<file path="config.mk">
export PLATFORM = sky130hd
export DESIGN_NAME = ws2812b_serializer
export DESIGN_NICKNAME = d
export VERILOG_FILES = /design/src/rtl/ws2812b_pkg.sv /design/src/rtl/ws2812b_bit_timer.sv /design/src/rtl/ws2812b_serializer.sv
export SDC_FILE = /design/constraint.sdc
export NUM_CORES = 1
export LEC_CHECK = 0
export BUFFER_PORTS_ARGS = -buffer_cell sky130_fd_sc_hd__buf_2
export CORE_MARGIN = 4
export CORE_UTILIZATION = 25
export DETAILED_ROUTE_END_ITERATION = 6
export REMOVE_ABC_BUFFERS = 1
export SLEW_MARGIN = 40
export SYNTH_ARGS = -nofsm -noshare
export SYNTH_HDL_FRONTEND = slang
export SYNTH_SLANG_ARGS = --single-unit
</file>
<file path="constraint.sdc">
create_clock -name clk20 -period 2.4 [get_ports clk20]
set_clock_uncertainty 0.2 [all_clocks]
set_input_delay 0.48 -clock clk20 [delete_from_list [all_inputs] [get_ports clk20]]
set_output_delay 0.48 -clock clk20 [all_outputs]
set_load 0.005 [all_outputs]
</file>
<file path="src/rtl/ws2812b_pkg.sv">
// ws2812b_pkg: shared definitions for the WS2812B serializer slice.
//   - ws_state_e   : serializer line states (idle, high phase, low phase, strip latch)
//   - WS_*         : default pixel width and NRZ timing constants at a 20 MHz clock
//   - ws_max       : helper used to size the shared phase counter
package ws2812b_pkg;

    typedef enum logic [1:0] {
        ST_IDLE  = 2'd0,
        ST_HIGH  = 2'd1,
        ST_LOW   = 2'd2,
        ST_LATCH = 2'd3
    } ws_state_e;

    localparam int unsigned WS_DATA_WIDTH   = 24;
    localparam int unsigned WS_T0H_CYCLES   = 8;     // 400 ns
    localparam int unsigned WS_T1H_CYCLES   = 16;    // 800 ns
    localparam int unsigned WS_BIT_CYCLES   = 25;    // 1.25 us
    localparam int unsigned WS_RESET_CYCLES = 6000;  // 300 us

    function automatic int unsigned ws_max(input int unsigned a, input int unsigned b);
        return (a > b) ? a : b;
    endfunction

endpackage

</file>
<file path="src/rtl/ws2812b_bit_timer.sv">
// ws2812b_bit_timer: loadable down-counter timing one line phase.
//   clk_i      : clock (rising edge)
//   rst_i      : synchronous active-high reset, clears the count
//   load_i     : load load_val_i this cycle (takes priority over counting)
//   load_val_i : phase length minus one
//   expired_o  : count has reached zero (last cycle of the loaded phase)
module ws2812b_bit_timer #(
    parameter int unsigned CNT_W = 13
) (
    input  logic             clk_i,
    input  logic             rst_i,
    input  logic             load_i,
    input  logic [CNT_W-1:0] load_val_i,
    output logic             expired_o
);

    logic [CNT_W-1:0] count_q;

    always_ff @(posedge clk_i) begin
        if (rst_i) begin
            count_q <= '0;
        end else if (load_i) begin
            count_q <= load_val_i;
        end else if (count_q != '0) begin
            count_q <= count_q - 1'b1;
        end
    end

    assign expired_o = (count_q == '0);

endmodule

</file>
<file path="src/rtl/ws2812b_serializer.sv">
// ws2812b_serializer: valid/ready pixel sink driving a WS2812B strip with NRZ timing.
// A one-word holding register lets the next pixel be accepted while the current
// one shifts out MSB first; a word tagged with latch is followed by the strip
// reset low period.
//   clk20    : 20 MHz clock (rising edge)
//   reset    : synchronous active-high reset
//   data_in  : pixel word, captured on valid && ready
//   valid    : data_in/latch offered
//   latch    : data_in is the last pixel of the frame
//   ready    : holding register empty (registered)
//   led      : serial line to the strip (registered)
//   underrun : sticky, only when WS2812B_SERIALIZER_UNDERRUN_EN is defined; set when
//              a non-latched word finishes with no successor held, cleared by reset
module ws2812b_serializer
    import ws2812b_pkg::*;
#(
    parameter int unsigned DATA_WIDTH   = WS_DATA_WIDTH,
    parameter int unsigned T0H_CYCLES   = WS_T0H_CYCLES,
    parameter int unsigned T1H_CYCLES   = WS_T1H_CYCLES,
    parameter int unsigned BIT_CYCLES   = WS_BIT_CYCLES,
    parameter int unsigned RESET_CYCLES = WS_RESET_CYCLES
) (
    input  logic                  clk20,
    input  logic                  reset,
    input  logic [DATA_WIDTH-1:0] data_in,
    input  logic                  valid,
    input  logic                  latch,
    output logic                  ready,
    output logic                  led
`ifdef WS2812B_SERIALIZER_UNDERRUN_EN
    ,
    output logic                  underrun
`endif
);

    localparam int unsigned MAX_CYC = ws_max(ws_max(T0H_CYCLES, T1H_CYCLES),
                                             ws_max(BIT_CYCLES, RESET_CYCLES));
    localparam int unsigned CNT_W   = $clog2(MAX_CYC);
    localparam int unsigned IDX_W   = (DATA_WIDTH > 1) ? $clog2(DATA_WIDTH) : 1;

    ws_state_e             state_q, state_d;
    logic [DATA_WIDTH-1:0] hold_q, hold_d;
    logic                  hold_latch_q, hold_latch_d;
    logic                  hold_full_q, hold_full_d;
    logic [DATA_WIDTH-1:0] shift_q, shift_d;
    logic                  shift_latch_q, shift_latch_d;
    logic [IDX_W-1:0]      bit_idx_q, bit_idx_d;
    logic                  ready_q, ready_d;
    logic                  led_q, led_d;

    logic                  accept;
    logic                  load_word;
    logic [DATA_WIDTH-1:0] shifted;
    logic                  tmr_load;
    logic [CNT_W-1:0]      tmr_val;
    logic                  tmr_expired;
`ifdef WS2812B_SERIALIZER_UNDERRUN_EN
    logic                  underrun_q;
    logic                  underrun_set;
`endif

    // Phase lengths are loaded as N-1 so the timer expires on the Nth cycle.
    function automatic logic [CNT_W-1:0] high_cnt(input logic b);
        return b ? CNT_W'(T1H_CYCLES - 1) : CNT_W'(T0H_CYCLES - 1);
    endfunction

    function automatic logic [CNT_W-1:0] low_cnt(input logic b);
        return b ? CNT_W'(BIT_CYCLES - T1H_CYCLES - 1) : CNT_W'(BIT_CYCLES - T0H_CYCLES - 1);
    endfunction

    assign accept  = valid && ready_q;
    assign shifted = shift_q << 1;

    ws2812b_bit_timer #(
        .CNT_W (CNT_W)
    ) u_timer (
        .clk_i      (clk20),
        .rst_i      (reset),
        .load_i     (tmr_load),
        .load_val_i (tmr_val),
        .expired_o  (tmr_expired)
    );

    always_comb begin
        state_d       = state_q;
        hold_d        = hold_q;
        hold_latch_d  = hold_latch_q;
        hold_full_d   = hold_full_q;
        shift_d       = shift_q;
        shift_latch_d = shift_latch_q;
        bit_idx_d     = bit_idx_q;
        tmr_load      = 1'b0;
        tmr_val       = '0;
        load_word     = 1'b0;
`ifdef WS2812B_SERIALIZER_UNDERRUN_EN
        underrun_set  = 1'b0;
`endif

        unique case (state_q)
            ST_IDLE: begin
                if (hold_full_q) load_word = 1'b1;
            end
            ST_HIGH: begin
                if (tmr_expired) begin
                    state_d  = ST_LOW;
                    tmr_load = 1'b1;
                    tmr_val  = low_cnt(shift_q[DATA_WIDTH-1]);
                end
            end
            ST_LOW: begin
                if (tmr_expired) begin
                    if (bit_idx_q != '0) begin
                        shift_d   = shifted;
                        bit_idx_d = bit_idx_q - 1'b1;
                        state_d   = ST_HIGH;
                        tmr_load  = 1'b1;
                        tmr_val   = high_cnt(shifted[DATA_WIDTH-1]);
                    end else if (shift_latch_q) begin
                        state_d  = ST_LATCH;
                        tmr_load = 1'b1;
                        tmr_val  = CNT_W'(RESET_CYCLES - 1);
                    end else if (hold_full_q) begin
                        // Chain straight into the next word so bit periods stay uniform.
                        load_word = 1'b1;
                    end else begin
                        state_d = ST_IDLE;
`ifdef WS2812B_SERIALIZER_UNDERRUN_EN
                        underrun_set = 1'b1;
`endif
                    end
                end
            end
            ST_LATCH: begin
                if (tmr_expired) state_d = ST_IDLE;
            end
            default: state_d = ST_IDLE;
        endcase

        if (load_word) begin
            shift_d       = hold_q;
            shift_latch_d = hold_latch_q;
            hold_full_d   = 1'b0;
            bit_idx_d     = IDX_W'(DATA_WIDTH - 1);
            state_d       = ST_HIGH;
            tmr_load      = 1'b1;
            tmr_val       = high_cnt(hold_q[DATA_WIDTH-1]);
        end

        // Acceptance needs an empty holder, a transfer needs a full one: never both.
        if (accept) begin
            hold_d       = data_in;
            hold_latch_d = latch;
            hold_full_d  = 1'b1;
        end

        ready_d = !hold_full_d;
        led_d   = (state_d == ST_HIGH);
    end

    always_ff @(posedge clk20) begin
        if (reset) begin
            state_q       <= ST_IDLE;
            hold_q        <= '0;
            hold_latch_q  <= 1'b0;
            hold_full_q   <= 1'b0;
            shift_q       <= '0;
            shift_latch_q <= 1'b0;
            bit_idx_q     <= '0;
            ready_q       <= 1'b0;
            led_q         <= 1'b0;
        end else begin
            state_q       <= state_d;
            hold_q        <= hold_d;
            hold_latch_q  <= hold_latch_d;
            hold_full_q   <= hold_full_d;
            shift_q       <= shift_d;
            shift_latch_q <= shift_latch_d;
            bit_idx_q     <= bit_idx_d;
            ready_q       <= ready_d;
            led_q         <= led_d;
        end
    end

`ifdef WS2812B_SERIALIZER_UNDERRUN_EN
    always_ff @(posedge clk20) begin
        if (reset) begin
            underrun_q <= 1'b0;
        end else if (underrun_set) begin
            underrun_q <= 1'b1;
        end
    end

    assign underrun = underrun_q;
`endif

    assign ready = ready_q;
    assign led   = led_q;

endmodule

</file>
==> results, run 1 <==
- The register share of total power is between 30 and 40%.
- The library cells used most frequently in the layout, excluding fill and tap cells, are nand2_1, dfxtp_1, a21oi_1.
- Entering global routing, the biggest net connects 45 pins.
- The worst endpoint data arrival time is 2290 ps.
- Setup violations remaining at the end of the flow were counted as 0.
- The area enclosed by the die boundary is about 15,000 um2.
- In this run the static leakage power is 1.53 nW.
- The number of buffers and inverters on the critical path is 3.
- In the synthesized netlist, the number of instances is slightly above 400.
- The largest stage delay on the critical path is around 320 ps.
- The initial utilization of the core area, before any placement, comes to about a quarter.
- The final net count is ~490.
- Counting flops with a built-in enable in the synthesized netlist gives 0.
- Along the worst path, the maximum fanout reaches 18.
- Grouping stages by cell kind, the critical path spends the most delay in simple AND/OR/NAND/NOR gates.
- Once routing completed, OpenROAD measured the worst setup slack at about 100 ps.
- In the synthesized netlist the async set-or-reset flop fraction comes to 0%.
- The synthesized-area fraction occupied by xor and xnor cells is under 10%.
- The H-tree generated during clock tree synthesis spans 3 levels.
- The simple-gate share of the synthesized area is a little under a quarter.
- The clock period could shrink to around 2300 ps.
- The most common library cell in the layout ignoring fill and taps is nand2_1.
- The die span in y is between 100 and 150 um.
- Of the total synthesized cell area, the portion taken by full adders, half adders and majority gates is roughly 2.7%.
- Detailed placement finished with a half-perimeter wire length of 5240 um.
- The flip-flop and latch count after synthesis is 73.
- Of the cells placed in the final design, the portion with a size suffix greater than 1 is about 20%.
- The worst setup path is of the reg -> reg kind.
- Clock tree synthesis selected as its root buffer the cell clkbuf_16.
- The number of warnings issued by yosys is 0.
- The worst hold path belongs to the class in -> reg.
- The number of placed I/O pins is 30.
- The die is roughly 120 um wide.
- The total length of routed wires is 7840 um.
- STA classifies the critical path startpoint as a flop.
- The number of unique standard cell types used by synthesis is around 40.
- The total overflow left after global routing is 0.
- The flow ran to the end, and the final reports show no timing, DRC or antenna violations.
- The number of iterations in the first detailed-routing pass is 5.
- The worst vdd rail ir drop is roughly 0.38 mV.
- The area growth from synthesis to layout is 26.2%.
- The post-placement worst setup slack is -87.0 ps.
- The routed layout has slightly below 3,000 vias.
- The violation count after the first detailed-route iteration is 230.
- The average instance in the mapped netlist occupies just under 8 um2.
- The global-route wire length before repair is between 10,000 and 15,000 um.
- The max-cap violation count is 0.
- The fraction of power spent switching nets is 30.5%.
- The floorplan has just over 40 rows.
- Walking the worst path, the cells encountered are inv_1 -> ha_1 -> nor4b_4 -> and4_2 -> buf_6 -> and3_1 -> buf_4 -> xnor2_1 -> a21oi_1.
- The total core area is roughly 13,000 um2.
- After detailed routing, the number of vias per cell comes to roughly 4.7.
- Hold is met by ~190 ps.
- The slew at the pin closest to its max-slew limit is 717 ps.
- The count of placed standard cells in the final layout, fillers left out is between 600 and 700.
- The count of pins over their slew limit is 0.
- The net switching component of the power is about 1.2 mW.
- The CTS clock-pin slew for the worst setup and hold paths is roughly 60 ps.
- Of the post-synthesis cell area, the part taken by muxes is less than 1%.
- After detailed routing, the average wire length per cell comes to around 12 um.
- Sequential cells were found to cover 45.2% of the synthesized design area.
- The sum of internal, switching and leakage power is between 3 and 4 mW.
- The power per cell area is roughly 950 nW/um2.
- The filler cell count is 1,354.
- The type of destination of the critical path is a flop.
- The internal power contribution is ~2.7 mW.
- The slowest stage of the critical path belongs to the cell and4_2.
- The clock latency on the worst-skew pair is approximately 330 ps.
- The share of total power dissipated in combinational logic is between 20% and 30%.
- No sink is reached through more buffers than the 2 on the longest clock path.
- In the finished design, the share of the clock period the worst path needs comes to between 90 and 100%.
- The all-layer global routing usage is between 10% and 20%.
- The detailed-route DRC error count is 0.
- During placement, the flow inserted port buffers numbering 29.
- The initial antenna violation count is 0.
- TritonCTS built the clock tree.
- CTS saw 73 sinks.
- The final hold violation count was 0.
- Per report_power, the clock group accounts for about a third of the total.
- The repair_antennas step left the layout with diodes totalling 0.
- The detail route stage leaves a number of antenna-violating nets equal to 0.
- The number of clock buffers added by TritonCTS is 9.
- The worst pin sits at a relative slew slack of around 52%.
- The dominant combinational cell family by area after synthesis is simple AND/OR/NAND/NOR gates.
- For the worst setup path, the data required time is approximately 2400 ps.
- The cell area after synthesis is 3230 um2.
- The routability-driven placement congestion ratio is between 0.8 and 0.9.
- The synthesized netlist devotes just under 20% of its cell area to compound gates.
- The number of global-route vias before repair is approximately 2,800.
- Among all flip-flop cells after synthesis, the most frequent one is dfxtp_1.
- The maximum achievable frequency is ~0.44 GHz.
- Once placement completed, the tool counted placed cells totaling 616.
## routing by layer
layer / track usage [%] / part of all wire, % / up-vias / routed length (um)
li1: - / - / 1498 / -
met1: 13.5 / 46 / 1363 / 3600
met2: 17.5 / 48 / 73 / 3730
met3: 3.44 / 4.5 / 13 / 353
met4: 3.85 / 1.9 / 0 / 152
met5: 0 / 0 / - / 0
## power by group through the flow
stage,Clock [mW],Combinational [mW],Sequential [mW]
after CTS,1.37,1.05,1.44
after detailed placement,0,1.03,1.46
after global routing,1.43,1.21,1.46
after global placement,0,1.01,1.46
final,1.34,1.09,1.45
after floorplan,0,0.633,1.44
## cell usage after synthesis (4+ instances only)
library cell,n,share of area [%]
nand2_1,115,13
dfxtp_1,73,45
a21oi_1,43,6.7
o21ai_0,29,4.5
a31oi_1,27,5.2
clkbuf_1,17,2.0
nor2_1,15,1.7
inv_1,9,1.0
ha_1,7,2.7
nand3_1,7,1.1
xnor2_1,7,1.9
nor3_1,6,0.93
nand4_1,5,0.97
buf_2,4,0.62
xor2_1,4,1.1
## state kept, by name (all words and copies together), names as in the netlist
signal / flops
shift_latch_q: 1
hold_full_q: 1
hold_q: 24
state_q: 2
led: 1
bit_idx_q: 5
hold_latch_q: 1
u_timer.count_q: 13
shift_q: 24
ready: 1
## worst paths after layout
path / start / to / cells after the start / slack [ps]
hold / removal: data_in[21] / hold_q[21] / 3 / 190
hold reg to reg: hold_q[16] / hold_q[16] / 2 / 250
setup / recovery: u_timer.count_q[0] / bit_idx_q[0] / 9 / 100
setup reg to reg: u_timer.count_q[0] / bit_idx_q[0] / 9 / 100
## worst reg2reg max path, delay by kind of cell, from the launching register on
kind	cells	cell delay, ps
XOR/XNOR	1	130
AO/OA/AOI/OAI	1	80
buffers and inverters	3	480
flip-flops	1	310
AND/OR/NAND/NOR	3	810
adder cells (fa/ha/maj)	1	170
## repair_timing
action / 4_1_cts / 5_1_grt
pin swaps: 0 / 2
endpoints found under the hold margin: 0 / 0
resized for setup: 3 / 7
endpoints found under the setup margin: 3 / 25
hold buffers: 0 / 0
gates cloned: 0 / 0
buffers inserted: 0 / 1
## cell type report
| cell class | instances | area (um2) | share of cell area [%] |
|---|---|---|---|
| multi-input cells | 299 | 1650 | 40.4 |
| well taps | 172 | 215 | 5.27 |
| repair buffers | 64 | 423 | 10.4 |
| clock buffers | 12 | 246 | 6.04 |
| clock inverters | 4 | 51.3 | 1.26 |
| flip-flops and latches | 73 | 1460 | 35.8 |
| inverters | 9 | 33.8 | 0.828 |
## through the flow
stage | instance area, um2 | setup TNS (ps) | util (%)
floorplan | 3100 | -12370 | -
global placement | 3700 | -416 | 29.3
detailed placement | 3730 | -226 | 29.6
CTS | 4050 | 0 | 32.1
global route | 4080 | -24.6 | 32.3
finish | 4080 | 0 | 32.3
## cell families (layout without fill, tap and decap cells)
family                     count (synthesis)  in the layout
and+or+nand+nor                          168            168
AOI/OAI and AO/OA                        111            111
DFF                                       73             73
buffers and inverters                     36             89
xor gates and xnor gates                  11             11
adders and majority gates                  7              7
muxes                                      2              2
Power figures use the tool's default switching activity.
==> run 2: changes to the inputs <==
PLACE_DENSITY = 0.47   (was not set)
==> run 2 against run 1 <==
  * Clock power is 14% higher
  * Combinational power is 8% lower
  * Critical path depth is 1 lower
  * Cell count is 1.9% lower
==> results, run 2 (synthesized netlist as in run 1, its figures left out) <==
- The die covers 14,800 um2.
- The first global-routing pass estimated approximately 13,000 um of wire.
- The minimum clock period after layout is 2300 ps.
- The tightest hold path in the finished design has a slack of between 150 and 200 ps.
- The final hold violation count is 0.
- The sum of internal, switching and leakage power is 3.98 mW.
- In the final layout, the share of cells above drive strength 1 is about 17%.
- The all-layer global routing usage is between 10% and 20%.
- The worst setup slack for register-to-register paths is between 100 and 150 ps.
- In this run the worst setup path terminates at u_timer.count_q[3].
- The type of destination of the critical path is a flop.
- The CTS clock-pin slew for the worst setup and hold paths is roughly 60 ps.
- Detailed placement finished with a half-perimeter wire length of about 5000 um.
- The count of port buffers added during placement is 29.
- Along the worst path, the maximum fanout reaches 4.
- The number of global-route vias before repair is around 2,700.
- The most critical setup path has its startpoint at bit_idx_q[0].
- The routed wire length per instance is between 10 and 15 um.
- Data arrives at the worst endpoint at between 2000 and 2500 ps.
- The type of the setup path with the least slack is reg -> reg.
- Entering global routing, the biggest net connects between 40 and 50 pins.
- At the pin with the least slew margin, the transition time is roughly 660 ps.
- The number of iterations in the first detailed-routing pass is 4.
- The total of endpoints with negative setup slack in the final report is 0.
- The reg-to-reg startpoint is bit_idx_q[0].
- The number of cell instances on the worst register-to-register path is 8.
- For this design the static power due to leakage is ~1.5 nW.
- The tree is rooted in a clkbuf_16.
- The clock tree from TritonCTS is yes.
- The total area inside the core boundary comes to 12,600 um2.
- The count of pins over their slew limit is 0.
- Clock tree synthesis inserted a total of 9 buffers.
- The final core area utilization is approximately a third.
- The die span in y is 122 um.
- The aggregate global routing overflow is 0.
- The max-cap violation count is 0.
- Headroom to the max-slew limit came out at 55.6%.
- The critical path goes through inv_1 -> ha_1 -> or4b_4 -> nor3_4 -> buf_4 -> nor3_1 -> a21o_1 -> a311oi_1.
- Before CTS, the worst setup slack after placement is approximately 46 ps.
- For this design the ratio of total power to cell area is just under 1000 nW/um2.
- The number of core rows is 41.
- Buffers inserted to repair hold after CTS numbered 0.
- The die extent in x is 122 um.
- The worst hold path belongs to the class in -> reg.
- The number of vias in the routed layout is about 2,800.
- The most common library cell in the layout ignoring fill and taps is nand2_1.
- The detail route stage leaves a number of antenna-violating nets equal to 0.
- The violation count after the first detailed-route iteration is between 100 and 150.
- The maximum achievable frequency is approximately 0.44 GHz.
- The startpoint type of the worst setup path is a flop.
- The area growth from synthesis to layout is 24.1%.
- The largest registers in the layout are hold_q: 24 flops, shift_q: 24 flops, u_timer.count_q: 13 flops.
- The clock reaches the later pin of the worst-skew pair after 330 ps.
- The detailed-route DRC error count is 0.
- Pin placement for this block handled 30 I/O pins.
- The average vias per placed instance is 4.58.
- In the post-route analysis, the smallest setup slack over all paths is between 100 and 150 ps.
- The total clock sinks is 73.
- The worst vdd rail ir drop is about 0.34 mV.
- The starting utilization of the core area is roughly a quarter.
- In the layout the commonest cells are nand2_1, dfxtp_1, a21oi_1.
- The number of antenna diodes is 0.
- The post-route fraction of the period consumed by the critical path is a little over nine tenths.
- The number of H-tree levels is 3.
- The initial antenna violation count is 0.
- The data required time at the worst endpoint is between 2000 and 2500 ps.
- The largest stage delay on the critical path is 510 ps.
- The endpoint identified for the worst register-to-register timing path is u_timer.count_q[3].
- The number of buffers on the longest clock path is 2.
- At the end of routability-driven placement, the weighted congestion stood at about 0.8.
- The run finished with clean final reports.
- Setup repair after global routing could not meet its margin everywhere.
- The net count of the finished layout is roughly 480.
- The cell with the biggest individual delay on the critical path is or4b_4.
- The total length of routed wires is roughly 7700 um.
[run 2: power by group]
part / internal (mW) / leakage, nW / total [mW] / switching (mW)
registers: 1.34 / 0.596 / 1.45 / 0.107
logic: 0.458 / 0.717 / 0.998 / 0.540
clock network: 1.04 / 0.166 / 1.53 / 0.491
[run 2: worst min path at each step]
stage / cells past startpoint / to / from / slack (ps)
final: 3 / hold_q[1] / data_in[1] / 180
after CTS: 3 / hold_q[1] / data_in[1] / 170
after detailed placement: 2 / hold_q[10] / hold_q[10] / 240
after global routing: 3 / hold_q[18] / data_in[18] / 170
after global placement: 2 / hold_q[10] / hold_q[10] / 240
after floorplan: 2 / shift_q[0] / hold_q[0] / 230
[run 2: final cells by class]
| cell class | instances | area, um2 |
|---|---|---|
| well taps | 172 | 215 |
| inverters | 9 | 33.8 |
| multi-input cells | 300 | 1630 |
| repair buffers | 51 | 327 |
| clock inverters | 5 | 103 |
| fillers | 1358 | 8610 |
| flip-flops and latches | 73 | 1460 |
| clock buffers | 11 | 243 |
[run 2: per-stage QoR]
stage / area [um2] / TNS, ps / cells
4_1_cts: 3980 / 0 / 619
6_report: 4010 / 0 / 621
3_3_place_gp: 3630 / 0 / 603
5_1_grt: 4010 / -23.6 / 621
2_1_floorplan: 3100 / -12370 / 381
3_5_place_dp: 3630 / 0 / 603
[run 2: layer usage]
layer / wire [um] / global-route usage (%) / part of all wire [%]
met4: 118 / 3.78 / 1.5
met1: 3620 / 14.1 / 47
met5: 0 / 0 / 0
met3: 410 / 3.25 / 5.4
met2: 3500 / 17.0 / 46
[run 2: what timing repair did]
item	CTS	global route
setup buffers	0	1
gates resized for setup	0	7
setup endpoints to repair	0	32
hold endpoints to repair	0	0
[run 2: worst max-delay path: cells and delay by family, from the launching register on]
kind	cells	cell delay [ps]
AOI/OAI and AO/OA	2	480
and+or+nand+nor	3	760
buffers and inverters	2	230
adders and majority gates	1	190
DFF	1	330
